[src/rtl/alu_pipe_unit_pkg.sv]
// alu_pkg: shared opcode enum, alu_ext class codes, branch funct3 codes and result record for alu_pipe_unit
package alu_pkg;
  localparam int ALU_XLEN = 32;
  localparam int ALU_TAG_W = 6;
  typedef enum logic [3:0] {
    ALU_ADD, ALU_SUB, ALU_AND, ALU_OR, ALU_XOR, ALU_SLL, ALU_SRL, ALU_SRA, ALU_SLT, ALU_SLTU
  } alu_op_e;
  localparam logic [2:0] EXT_ALU = 3'd0, EXT_JAL = 3'd1, EXT_JALR = 3'd2, EXT_BR = 3'd3,
                         EXT_ALT = 3'd4, EXT_ADDR = 3'd5;
  localparam logic [2:0] BR_EQ = 3'd0, BR_NE = 3'd1, BR_LT = 3'd4, BR_GE = 3'd5,
                         BR_LTU = 3'd6, BR_GEU = 3'd7;
  typedef struct packed {
    logic [ALU_XLEN-1:0]  res;
    logic [ALU_TAG_W-1:0] tag;
    logic                 branch;
    logic                 branch_taken;
    logic                 jalr;
    logic                 store_pc;
  } alu_result_t;
endpackage

[src/rtl/alu_pipe_unit_if.sv]
// alu_pipe_unit_if: issue port (valid/ready, operands, class, funct3, tag, flush) and CDB port (req/grant, result, tag, flags)
interface alu_pipe_unit_if #(parameter int XLEN = 32, parameter int TAG_W = 6);
  logic             issue_valid, issue_ready, flush, cdb_req, cdb_grant;
  logic             branch, branch_taken, jalr, store_pc;
  logic [XLEN-1:0]  op1, op2, res;
  logic [2:0]       alu_ext, funct3;
  logic [TAG_W-1:0] tag_in, tag_out;
  modport master (
    output issue_valid, op1, op2, alu_ext, funct3, tag_in, flush, cdb_grant,
    input  issue_ready, cdb_req, res, tag_out, branch, branch_taken, jalr, store_pc
  );
  modport slave (
    input  issue_valid, op1, op2, alu_ext, funct3, tag_in, flush, cdb_grant,
    output issue_ready, cdb_req, res, tag_out, branch, branch_taken, jalr, store_pc
  );
endinterface

[src/rtl/alu_pipe_unit_fifo.sv]
// alu_out_fifo: in-order result queue; ports clk, rst, i_push, i_pop, i_flush, i_data -> o_valid, o_head
// Entry 0 is always the head, so o_head comes straight from a flop; pops shift down and zero the vacated top.
module alu_out_fifo import alu_pkg::*; #(
  parameter int  DEPTH = 2,
  parameter type T     = alu_result_t
) (
  input  logic clk,
  input  logic rst,
  input  logic i_push,
  input  logic i_pop,
  input  logic i_flush,
  input  T     i_data,
  output logic o_valid,
  output T     o_head
);
  localparam int CW = $clog2(DEPTH + 1);
  T r_q [DEPTH];
  T w_nxt [DEPTH];
  logic [CW-1:0] r_cnt, w_wi;
  assign w_wi = r_cnt - CW'(i_pop);
  assign o_valid = r_cnt != '0;
  assign o_head = r_q[0];
  always_comb begin
    w_nxt = r_q;
    if (i_pop) begin
      for (int i = 0; i < DEPTH - 1; i++) w_nxt[i] = r_q[i + 1];
      w_nxt[DEPTH - 1] = '0;
    end
    for (int i = 0; i < DEPTH; i++) if (i_push && CW'(i) == w_wi) w_nxt[i] = i_data;
  end
  always_ff @(posedge clk)
    if (rst || i_flush) begin
      r_cnt <= '0;
      for (int i = 0; i < DEPTH; i++) r_q[i] <= '0;
    end else begin
      r_cnt <= r_cnt + CW'(i_push) - CW'(i_pop);
      r_q <= w_nxt;
    end
endmodule

[src/rtl/alu_pipe_unit.sv]
// alu_pipe_unit: pipelined integer ALU with credit-limited output queue feeding the CDB; ports clk, rst, bus (alu_pipe_unit_if.slave)
// Optional macro ALU_PIPE_FLUSH_EN enables flush; otherwise bus.flush is ignored.
module alu_pipe_unit import alu_pkg::*; #(
  parameter int XLEN = ALU_XLEN,
  parameter int TAG_W = ALU_TAG_W,
  parameter int STAGES = 2,
  parameter int OUT_DEPTH = 2
) (
  input logic clk,
  input logic rst,
  alu_pipe_unit_if.slave bus
);
  localparam int SW = $clog2(XLEN);
  localparam int CW = $clog2(OUT_DEPTH + 1);
  typedef struct packed {
    logic [XLEN-1:0]  res;
    logic [TAG_W-1:0] tag;
    logic             branch;
    logic             branch_taken;
    logic             jalr;
    logic             store_pc;
  } res_t;
  logic w_flush, w_issue, w_pop, w_push, w_head_v, w_lt, w_ltu, w_eq, w_cond;
  logic [CW-1:0] r_inf;
  logic [SW-1:0] w_sh;
  alu_op_e w_op;
  res_t w_comp, w_din, w_head;
`ifdef ALU_PIPE_FLUSH_EN
  assign w_flush = bus.flush;
`else
  logic w_unused_flush;
  assign w_unused_flush = bus.flush;
  assign w_flush = 1'b0;
`endif
  // Credits cover pipeline plus queue, so the queue can never overflow.
  assign bus.issue_ready = !rst && r_inf < CW'(OUT_DEPTH);
  assign w_issue = bus.issue_valid && bus.issue_ready && !w_flush;
  assign w_pop = bus.cdb_grant && w_head_v;
  assign w_sh = bus.op2[SW-1:0];
  assign w_lt = $signed(bus.op1) < $signed(bus.op2);
  assign w_ltu = bus.op1 < bus.op2;
  assign w_eq = bus.op1 == bus.op2;
  always_comb begin
    w_op = ALU_ADD;
    if (bus.alu_ext == EXT_BR) w_op = ALU_SUB;
    else if (bus.alu_ext == EXT_ALU || bus.alu_ext == EXT_ALT)
      case (bus.funct3)
        3'd0: w_op = bus.alu_ext == EXT_ALT ? ALU_SUB : ALU_ADD;
        3'd1: w_op = ALU_SLL;
        3'd2: w_op = ALU_SLT;
        3'd3: w_op = ALU_SLTU;
        3'd4: w_op = ALU_XOR;
        3'd5: w_op = bus.alu_ext == EXT_ALT ? ALU_SRA : ALU_SRL;
        3'd6: w_op = ALU_OR;
        default: w_op = ALU_AND;
      endcase
  end
  always_comb
    case (bus.funct3)
      BR_EQ:   w_cond = w_eq;
      BR_NE:   w_cond = !w_eq;
      BR_LT:   w_cond = w_lt;
      BR_GE:   w_cond = !w_lt;
      BR_LTU:  w_cond = w_ltu;
      BR_GEU:  w_cond = !w_ltu;
      default: w_cond = 1'b0;
    endcase
  always_comb begin
    w_comp = '0;
    case (w_op)
      ALU_SUB:  w_comp.res = bus.op1 - bus.op2;
      ALU_AND:  w_comp.res = bus.op1 & bus.op2;
      ALU_OR:   w_comp.res = bus.op1 | bus.op2;
      ALU_XOR:  w_comp.res = bus.op1 ^ bus.op2;
      ALU_SLL:  w_comp.res = bus.op1 << w_sh;
      ALU_SRL:  w_comp.res = bus.op1 >> w_sh;
      ALU_SRA:  w_comp.res = $unsigned($signed(bus.op1) >>> w_sh);
      ALU_SLT:  w_comp.res = XLEN'(w_lt);
      ALU_SLTU: w_comp.res = XLEN'(w_ltu);
      default:  w_comp.res = bus.op1 + bus.op2;
    endcase
    w_comp.tag = bus.tag_in;
    w_comp.branch = bus.alu_ext == EXT_BR;
    w_comp.branch_taken = w_comp.branch && w_cond;
    w_comp.jalr = bus.alu_ext == EXT_JALR;
    w_comp.store_pc = bus.alu_ext == EXT_JAL || bus.alu_ext == EXT_JALR;
  end
  if (STAGES == 1) begin : g_comb
    assign w_push = w_issue;
    assign w_din = w_comp;
  end else begin : g_pipe
    // Stage 0 registers the computed result; later entries are pure delay.
    res_t r_d [STAGES-1];
    logic r_v [STAGES-1];
    always_ff @(posedge clk)
      if (rst) begin
        for (int i = 0; i < STAGES - 1; i++) begin
          r_v[i] <= 1'b0;
          r_d[i] <= '0;
        end
      end else begin
        r_v[0] <= w_issue;
        r_d[0] <= w_comp;
        for (int i = 1; i < STAGES - 1; i++) begin
          r_v[i] <= r_v[i-1] && !w_flush;
          r_d[i] <= r_d[i-1];
        end
      end
    assign w_push = r_v[STAGES-2];
    assign w_din = r_d[STAGES-2];
  end
  alu_out_fifo #(.DEPTH(OUT_DEPTH), .T(res_t)) u_fifo (
    .clk(clk), .rst(rst), .i_push(w_push), .i_pop(w_pop), .i_flush(w_flush),
    .i_data(w_din), .o_valid(w_head_v), .o_head(w_head)
  );
  always_ff @(posedge clk)
    if (rst || w_flush) r_inf <= '0;
    else r_inf <= r_inf + CW'(w_issue) - CW'(w_pop);
  assign bus.cdb_req = w_head_v;
  assign bus.res = w_head.res;
  assign bus.tag_out = w_head.tag;
  assign bus.branch = w_head.branch;
  assign bus.branch_taken = w_head.branch_taken;
  assign bus.jalr = w_head.jalr;
  assign bus.store_pc = w_head.store_pc;
endmodule

[src/flat_wrapper.sv]
// flat-port wrapper written by rule: the top's interface ports become plain ports
module alu_pipe_unit_flat import alu_pkg::*;
#(
  parameter int XLEN = ALU_XLEN,
  parameter int TAG_W = ALU_TAG_W,
  parameter int STAGES = 2,
  parameter int OUT_DEPTH = 2
)
  (clk, rst, bus_issue_valid, bus_op1, bus_op2, bus_alu_ext, bus_funct3, bus_tag_in, bus_flush, bus_cdb_grant, bus_issue_ready, bus_cdb_req, bus_res, bus_tag_out, bus_branch, bus_branch_taken, bus_jalr, bus_store_pc);
  alu_pipe_unit_if #(.XLEN(XLEN), .TAG_W(TAG_W)) bus_i ();
  input logic clk;
  input logic rst;
  input wire logic [$bits(bus_i.issue_valid)-1:0] bus_issue_valid;
  input wire logic [$bits(bus_i.op1)-1:0] bus_op1;
  input wire logic [$bits(bus_i.op2)-1:0] bus_op2;
  input wire logic [$bits(bus_i.alu_ext)-1:0] bus_alu_ext;
  input wire logic [$bits(bus_i.funct3)-1:0] bus_funct3;
  input wire logic [$bits(bus_i.tag_in)-1:0] bus_tag_in;
  input wire logic [$bits(bus_i.flush)-1:0] bus_flush;
  input wire logic [$bits(bus_i.cdb_grant)-1:0] bus_cdb_grant;
  output wire logic [$bits(bus_i.issue_ready)-1:0] bus_issue_ready;
  output wire logic [$bits(bus_i.cdb_req)-1:0] bus_cdb_req;
  output wire logic [$bits(bus_i.res)-1:0] bus_res;
  output wire logic [$bits(bus_i.tag_out)-1:0] bus_tag_out;
  output wire logic [$bits(bus_i.branch)-1:0] bus_branch;
  output wire logic [$bits(bus_i.branch_taken)-1:0] bus_branch_taken;
  output wire logic [$bits(bus_i.jalr)-1:0] bus_jalr;
  output wire logic [$bits(bus_i.store_pc)-1:0] bus_store_pc;
  assign bus_i.issue_valid = bus_issue_valid;
  assign bus_i.op1 = bus_op1;
  assign bus_i.op2 = bus_op2;
  assign bus_i.alu_ext = bus_alu_ext;
  assign bus_i.funct3 = bus_funct3;
  assign bus_i.tag_in = bus_tag_in;
  assign bus_i.flush = bus_flush;
  assign bus_i.cdb_grant = bus_cdb_grant;
  assign bus_issue_ready = bus_i.issue_ready;
  assign bus_cdb_req = bus_i.cdb_req;
  assign bus_res = bus_i.res;
  assign bus_tag_out = bus_i.tag_out;
  assign bus_branch = bus_i.branch;
  assign bus_branch_taken = bus_i.branch_taken;
  assign bus_jalr = bus_i.jalr;
  assign bus_store_pc = bus_i.store_pc;
  alu_pipe_unit #(.XLEN(XLEN), .TAG_W(TAG_W), .STAGES(STAGES), .OUT_DEPTH(OUT_DEPTH)) u_core (.clk(clk), .rst(rst), .bus(bus_i));
endmodule
[config.mk]
export PLATFORM = sky130hd
export DESIGN_NAME = alu_pipe_unit_flat
export DESIGN_NICKNAME = d
export VERILOG_FILES = /design/src/rtl/alu_pipe_unit_pkg.sv /design/src/rtl/alu_pipe_unit_if.sv /design/src/rtl/alu_pipe_unit_fifo.sv /design/src/rtl/alu_pipe_unit.sv /design/src/flat_wrapper.sv
export SDC_FILE = /design/constraint.sdc
export NUM_CORES = 1
export LEC_CHECK = 0
export ABC_CLOCK_PERIOD_IN_PS = 10000
export CAP_MARGIN = 20
export CORE_MARGIN = 5
export CORE_UTILIZATION = 35
export CTS_CLUSTER_SIZE = 25
export DETAILED_ROUTE_END_ITERATION = 7
export GPL_TIMING_DRIVEN = 0
export PLACE_DENSITY = 0.61
export RECOVER_POWER = 25
export SLEW_MARGIN = 40
export SYNTH_ARGS = -nofsm -noshare
export SYNTH_HDL_FRONTEND = slang
export SYNTH_HIERARCHICAL = 1
export SYNTH_SLANG_ARGS = --single-unit
[constraint.sdc]
create_clock -name clk -period 10 [get_ports clk]
set_input_delay 1 -clock clk [delete_from_list [all_inputs] [get_ports clk]]
set_output_delay 1 -clock clk [all_outputs]
set_load 0.02 [all_outputs]
# --- Word-level counts from Yosys, hierarchy flattened ---
# Memories as Yosys holds them, arrays and structs flattened.
# Cells that the tools add are included.
classes:
  add_sub_neg: 7
  n_lt_le_gt_ge: 3
  n_eq_ne: 22
  n_shift: 3
  mux: 17
  bitwise_logic: 3
  reduce_logical: 20
op_table:
  columns: ["operator", "count"]
  rows:
  - ["$pmux W32 S9", 1]
  - ["$mux W42", 3]
  - ["$mux W84", 1]
  - ["$lt A32 B32 Y1", 2]
  - ["$reduce_or A42 Y1", 1]
  - ["$add A32 B32 Y32", 1]
  - ["$and A32 B32 Y32", 1]
  - ["$eq A32 B32 Y1", 1]
  - ["$or A32 B32 Y32", 1]
  - ["$shl A32 B5 Y32", 1]
  - ["$shr A32 B5 Y32", 1]
  - ["$sshr A32 B5 Y32", 1]
  - ["$sub A32 B32 Y32", 1]
  - ["$xor A32 B32 Y32", 1]
  - ["$pmux W4 S7", 1]
  - ["$eq A4 B3 Y1 const B", 4]
  - ["$eq A3 B3 Y1 const B", 5]
  - ["$eq A3 B2 Y1 const B", 4]
  - ["$eq A4 B2 Y1 const B", 2]
  - ["$eq A4 B4 Y1 const B", 2]
  - ["$mux W1", 8]
  - ["$mux W4", 2]
  - ["$eq A3 B1 Y1 const B", 2]
  - ["$logic_and A1 B1 Y1", 6]
  - ["other kinds (12)", 22]
totals:
  register_bits: 88
  ram_bits: 43
  inputBits: 81
  output_inout_bits: 44
  memories: 2
mem_list:
  columns: ["memory", "depth", "width", "read_ports", "rd_ports_with_merged_regs", "wr", "line_no", "text"]
  rows:
  - ["u_core.g_pipe.r_d", 1, 42, 1, 0, 1, "alu_pipe_unit.sv:93", "res_t r_d [STAGES-1];"]
  - ["u_core.g_pipe.r_v", 1, 1, 1, 0, 1, "alu_pipe_unit.sv:94", "logic r_v [STAGES-1];"]

# --- Depth between registers and ports, before layout ---
logic_depth:
  word_depth: 8
  mapped_depth: 15
  depth_no_buf: 13

# --- Cells and area by module ---
# Netlist, hierarchy kept.
modules_own_cells:
  columns: ["mod", "instances", "cells_each", "area_per_inst_um2", "seq_area_each_um2"]
  rows:
  - ["alu_pipe_unit", 1, 1532, 10460.0, 900.9]
  - ["alu_out_fifo", 1, 422, 4276.6, 1721.7]

# --- Worst setup path before layout ---
# Ideal clock, no wire load.
synth_timing:
  path_type: "input-to-reg"
  start: "input bus_op2[2]"
  end: "memory u_core/g_pipe.r_d[0][29] in the netlist's numbering"
  setup_ps: 134
  arrival_time_ps: 4013
  setup_slack_ps: 5853
  path_stages: 14
  path_buffers: 4
  cell_sequence: "buf_2 inv_1 buf_2 buf_1 ha_1 buf_2 or4_4 a21boi_2 a211oi_1 o31ai_2 xnor2_1 nor2_1 a2111oi_0 a21oi_1"
synth_between:
  elab_chain_len: 3
  elab_cells_between_ends: 7
  cone_classes: "add/sub (2); shift (3); mux (2)"
synth_rtl:
  columns: ["element", "line_no", "text"]
  rows:
  - ["start, declared", "flat_wrapper.sv:15", "input wire logic [$bits(bus_i.op2)-1:0] bus_op2;"]
  - ["$add A32 B32 Y32 (tied with other cells)", "alu_pipe_unit.sv:80", "default: w_comp.res = bus.op1 + bus.op2;"]
  - ["$pmux W32 S9 *", "alu_pipe_unit.sv:70", "case (w_op)"]
  - ["$mux W42 (no line) *", null, null]
  - ["end, declared", "alu_pipe_unit.sv:93", null]
# Mark *: on every way between the ends. The rest lies on a longest branch, timed or not.

# --- Worst setup path after layout ---
layout_timing:
  start: "input bus_op2[3]"
  end: "memory u_core/g_pipe.r_d[0][35] in the netlist's numbering"
# Same word-level chain as after synthesis.

==> results.md <==
* Final hold violations at 0
* Drt first-iter violations at 1950
* Clk pin slew, worst setup/hold paths at 60 ps
* Simple-gate share of the synthesized area at 19.2%
* Worst R2R End: u_core/u_fifo/o_head[8]$_SDFFE_PP0P_
* First-pass GRT wire length at 114000 um
* Worst Setup SP: bus_op2[3]
* Largest net degree at the start of global routing at 17
* Clock sink count at 131
* Initial core utilization at 35.3%
* Post-route setup TNS at 0 ps
* Clock Tree Root: clkbuf_16
* Post-synthesis adder-cell area fraction at 8.85%
* Hold_buf cts at 0
* Worst hold margin at 460 ps
* TritonCTS clock tree: built
* Reg-to-reg setup timing slack at 7570 ps
* Drt via density at 6.22
* Pre-Repair DR Iteration Count at 6
* Ys flop type: dfxtp_1
* Gpl congestion at 1.06
* Synth Area in XOR/XNOR at 2.37%
* Share of cells above drive strength 1 at 12.1%
* Worst-margin pin slew at 920 ps
* Area grow syn2layout at 17.3%
* Post-route cell area at 0.0173 mm^2
* Number of flops mapped to enable cells by yosys at 0
* Max Clk Rate at 0.153 GHz
* Sequential-to-total area share from yosys stat at 17.8%
* Slew margin rel. at 37.1%
* Cell area after placement at 0.0167 mm^2
* Cell Area, Synth at 0.0147 mm^2
* Yosys reg bits at 131
* Initial antenna violation count at 0
* Die width at 215 um
* Outcome: complete, no violations
* Worst skew pair latency at 420 ps
* Async S/R FF share, synth at 0%
* Setup crit end: u_core/g_pipe.r_d[0][35]$_SDFF_PP0_
* Post_cts resized at 0
* R2R cell count at 7
* FP Rows at 75
* Syn_area_per_cell at 7.54 um^2
* Multiplexer share of the synthesized area at 18.0%
* Most frequent cells in the layout: nand2_1, nor2_1, a21oi_1
* GRT Overall Usage at 33.0%
* Hold Startpoint: u_core/g_pipe.r_d[0][1]$_SDFF_PP0_
* Leakage power at 7.38 nW
* Wire per inst at 30.2 um
* Fillers at 4328
* Worst min path class: reg2reg
* PortBufs at 122
* Die height at 215 um
* Clock buffer depth at 2
* HPWL Detailed at 64700 um
* Residual DRC at 0
* DP Worst Slack at 3270 ps
* Number of global-route vias before repair at 16100
* H-tree levels at 4
* Max-cap viol count at 0
* Type of origin of the critical path: input pin
* Post-Syn Instances at 1954
* Worst-case vdd ir drop at 0.127 mV
* Antenna Nets Post-Route at 0
* # IOs at 125
* Final nets at 2280
* Largest family of logic cells by synthesized area: compound AO/OA/AOI/OAI gates
* Detailed Route WL at 80000 um
* Compound-cell area share of the yosys netlist at 24.2%
* Fin util at 41.4%
* Die Area at 0.0463 mm^2
* CP required at 10280 ps
* Final Max Tran Viols at 0
* Tmin final at 6530 ps
* RSZ-0062 raised after global routing: false
* CTS buffer count at 17
* Postcts setup bufs at 0
* Cell Pwr Density at 115 mW/mm^2
* Final cell count without fillers at 2648
* Reg2reg start: u_core/u_fifo/r_cnt[0]$_SDFF_PP0_
* ANT cells at 0
* Cell Count Post-Placement at 2616
* WS Path Type: in2reg
* Arr. time, crit path at 6800 ps
* Yosys warnings at 6
* Tcrit/Tclk final at 65.3%
* Grt ovf at 0
* Cell variety after synth at 84
* Via count at 16500
* Worst Setup End Kind: flip-flop
* Post-route setup slack at 3470 ps
* Most common cell after layout, fill and taps aside: nand2_1
* Total Power at 1.99 mW
* CP max FO at 11
* Setup violations, final at 0
* Core ar. at 0.0418 mm^2
* Clk_skew at 7.12 ps
kinds of logic (layout without fill, tap and decap cells):
logic type / Yosys count / after routing
and+or+nand+nor: 612 / 612
AOI/OAI and AO/OA: 551 / 551
buffers and inverters: 297 / 451
muxes: 220 / 220
DFF: 131 / 131
adders and majority gates: 103 / 103
xor gates and xnor gates: 39 / 39
other: 1 / 2
worst min path at each step:
stage / slack, ps / to / depth (start not counted)
after floorplan: 440 / u_core/u_fifo/o_head[0]$_SDFFE_PP0P_ / 2
after global placement: 450 / u_core/u_fifo/o_head[17]$_SDFFE_PP0P_ / 2
after detailed placement: 450 / u_core/u_fifo/o_head[1]$_SDFFE_PP0P_ / 2
after CTS: 460 / u_core/u_fifo/o_head[1]$_SDFFE_PP0P_ / 2
after global routing: 490 / u_core/u_fifo/r_q[28]$_SDFFE_PP0P_ / 2
final: 460 / u_core/u_fifo/o_head[1]$_SDFFE_PP0P_ / 2
worst max-delay path, stage by stage:
cell and delay (ps):
clkdlybuf4s50_1 520, clkbuf_1 590, clkinv_1 610, clkbuf_1 530
ha_1 420, buf_2 170, nor2_1 430, a221oi_1 190
a21boi_2 420, a21oi_1 290, o21ai_1 390, o221ai_1 350
nor4_1 330, o21ai_0 120, a31oi_1 420
sequential cells by signal, indices dropped and copies added, names as in the netlist:
register,flops
u_core/g_pipe.r_d,42
u_core/r_inf,2
u_core/u_fifo/r_cnt,2
u_core/g_pipe.r_v,1
u_core/u_fifo/r_q,42
u_core/u_fifo/o_head,42
routing by layer:
layer  track usage [%]  wire length, um  part of all wire, %
met1              43.3            33200                   42
met2              52.7            35500                   44
met3              5.38             6440                  8.0
met4              16.3             4810                  6.0
met5                 0                0                    0
final cells by class:
type                    count  area (um^2)  share of cell area, %
clock buffers              18          429                   2.48
well taps                 539          674                   3.90
flip-flops and latches    131         2620                   15.2
plain buffers             189         1010                   5.84
repair buffers            122         1220                   7.07
multi-input cells        1527        10800                   62.3
inverters                 108          405                   2.35
clock inverters            14          158                  0.912
synthesized netlist by cell type (all sizes together) (7+ instances only):
master / number / share of area [%]
nand4: 10 / 0.42
o21bai: 13 / 0.66
o31a: 8 / 0.48
and3: 8 / 0.34
o21a: 8 / 0.41
a221oi: 26 / 1.6
a31oi: 28 / 1.2
nand2: 219 / 5.6
o211ai: 20 / 1.0
dfxtp: 131 / 18
nor2: 196 / 5.0
ha: 101 / 8.6
buf: 113 / 4.9
inv: 104 / 2.6
a21oi: 165 / 5.6
xor2: 9 / 0.53
nand3b: 43 / 2.2
o31ai: 7 / 0.52
nor2b: 23 / 0.98
xnor2: 30 / 1.8
mux2: 62 / 4.7
o21ai: 120 / 4.1
nand3: 18 / 0.68
clkbuf: 76 / 1.9
a211oi: 46 / 2.3
nor4: 16 / 0.68
o22ai: 21 / 0.89
nand2b: 13 / 0.55
mux2i: 128 / 8.7
mux4: 30 / 4.6
nor3: 33 / 1.1
o221ai: 12 / 0.71
a21o: 14 / 0.71
or3: 8 / 0.34
and2: 9 / 0.38
power breakdown:
part           leakage (nW)  internal [mW]  switching [mW]
clock                 0.271          0.369           0.235
sequential             1.07          0.547         0.00849
combinational          6.04          0.273           0.554
total                  7.38           1.19           0.798
(Power assumes the default switching activity.)
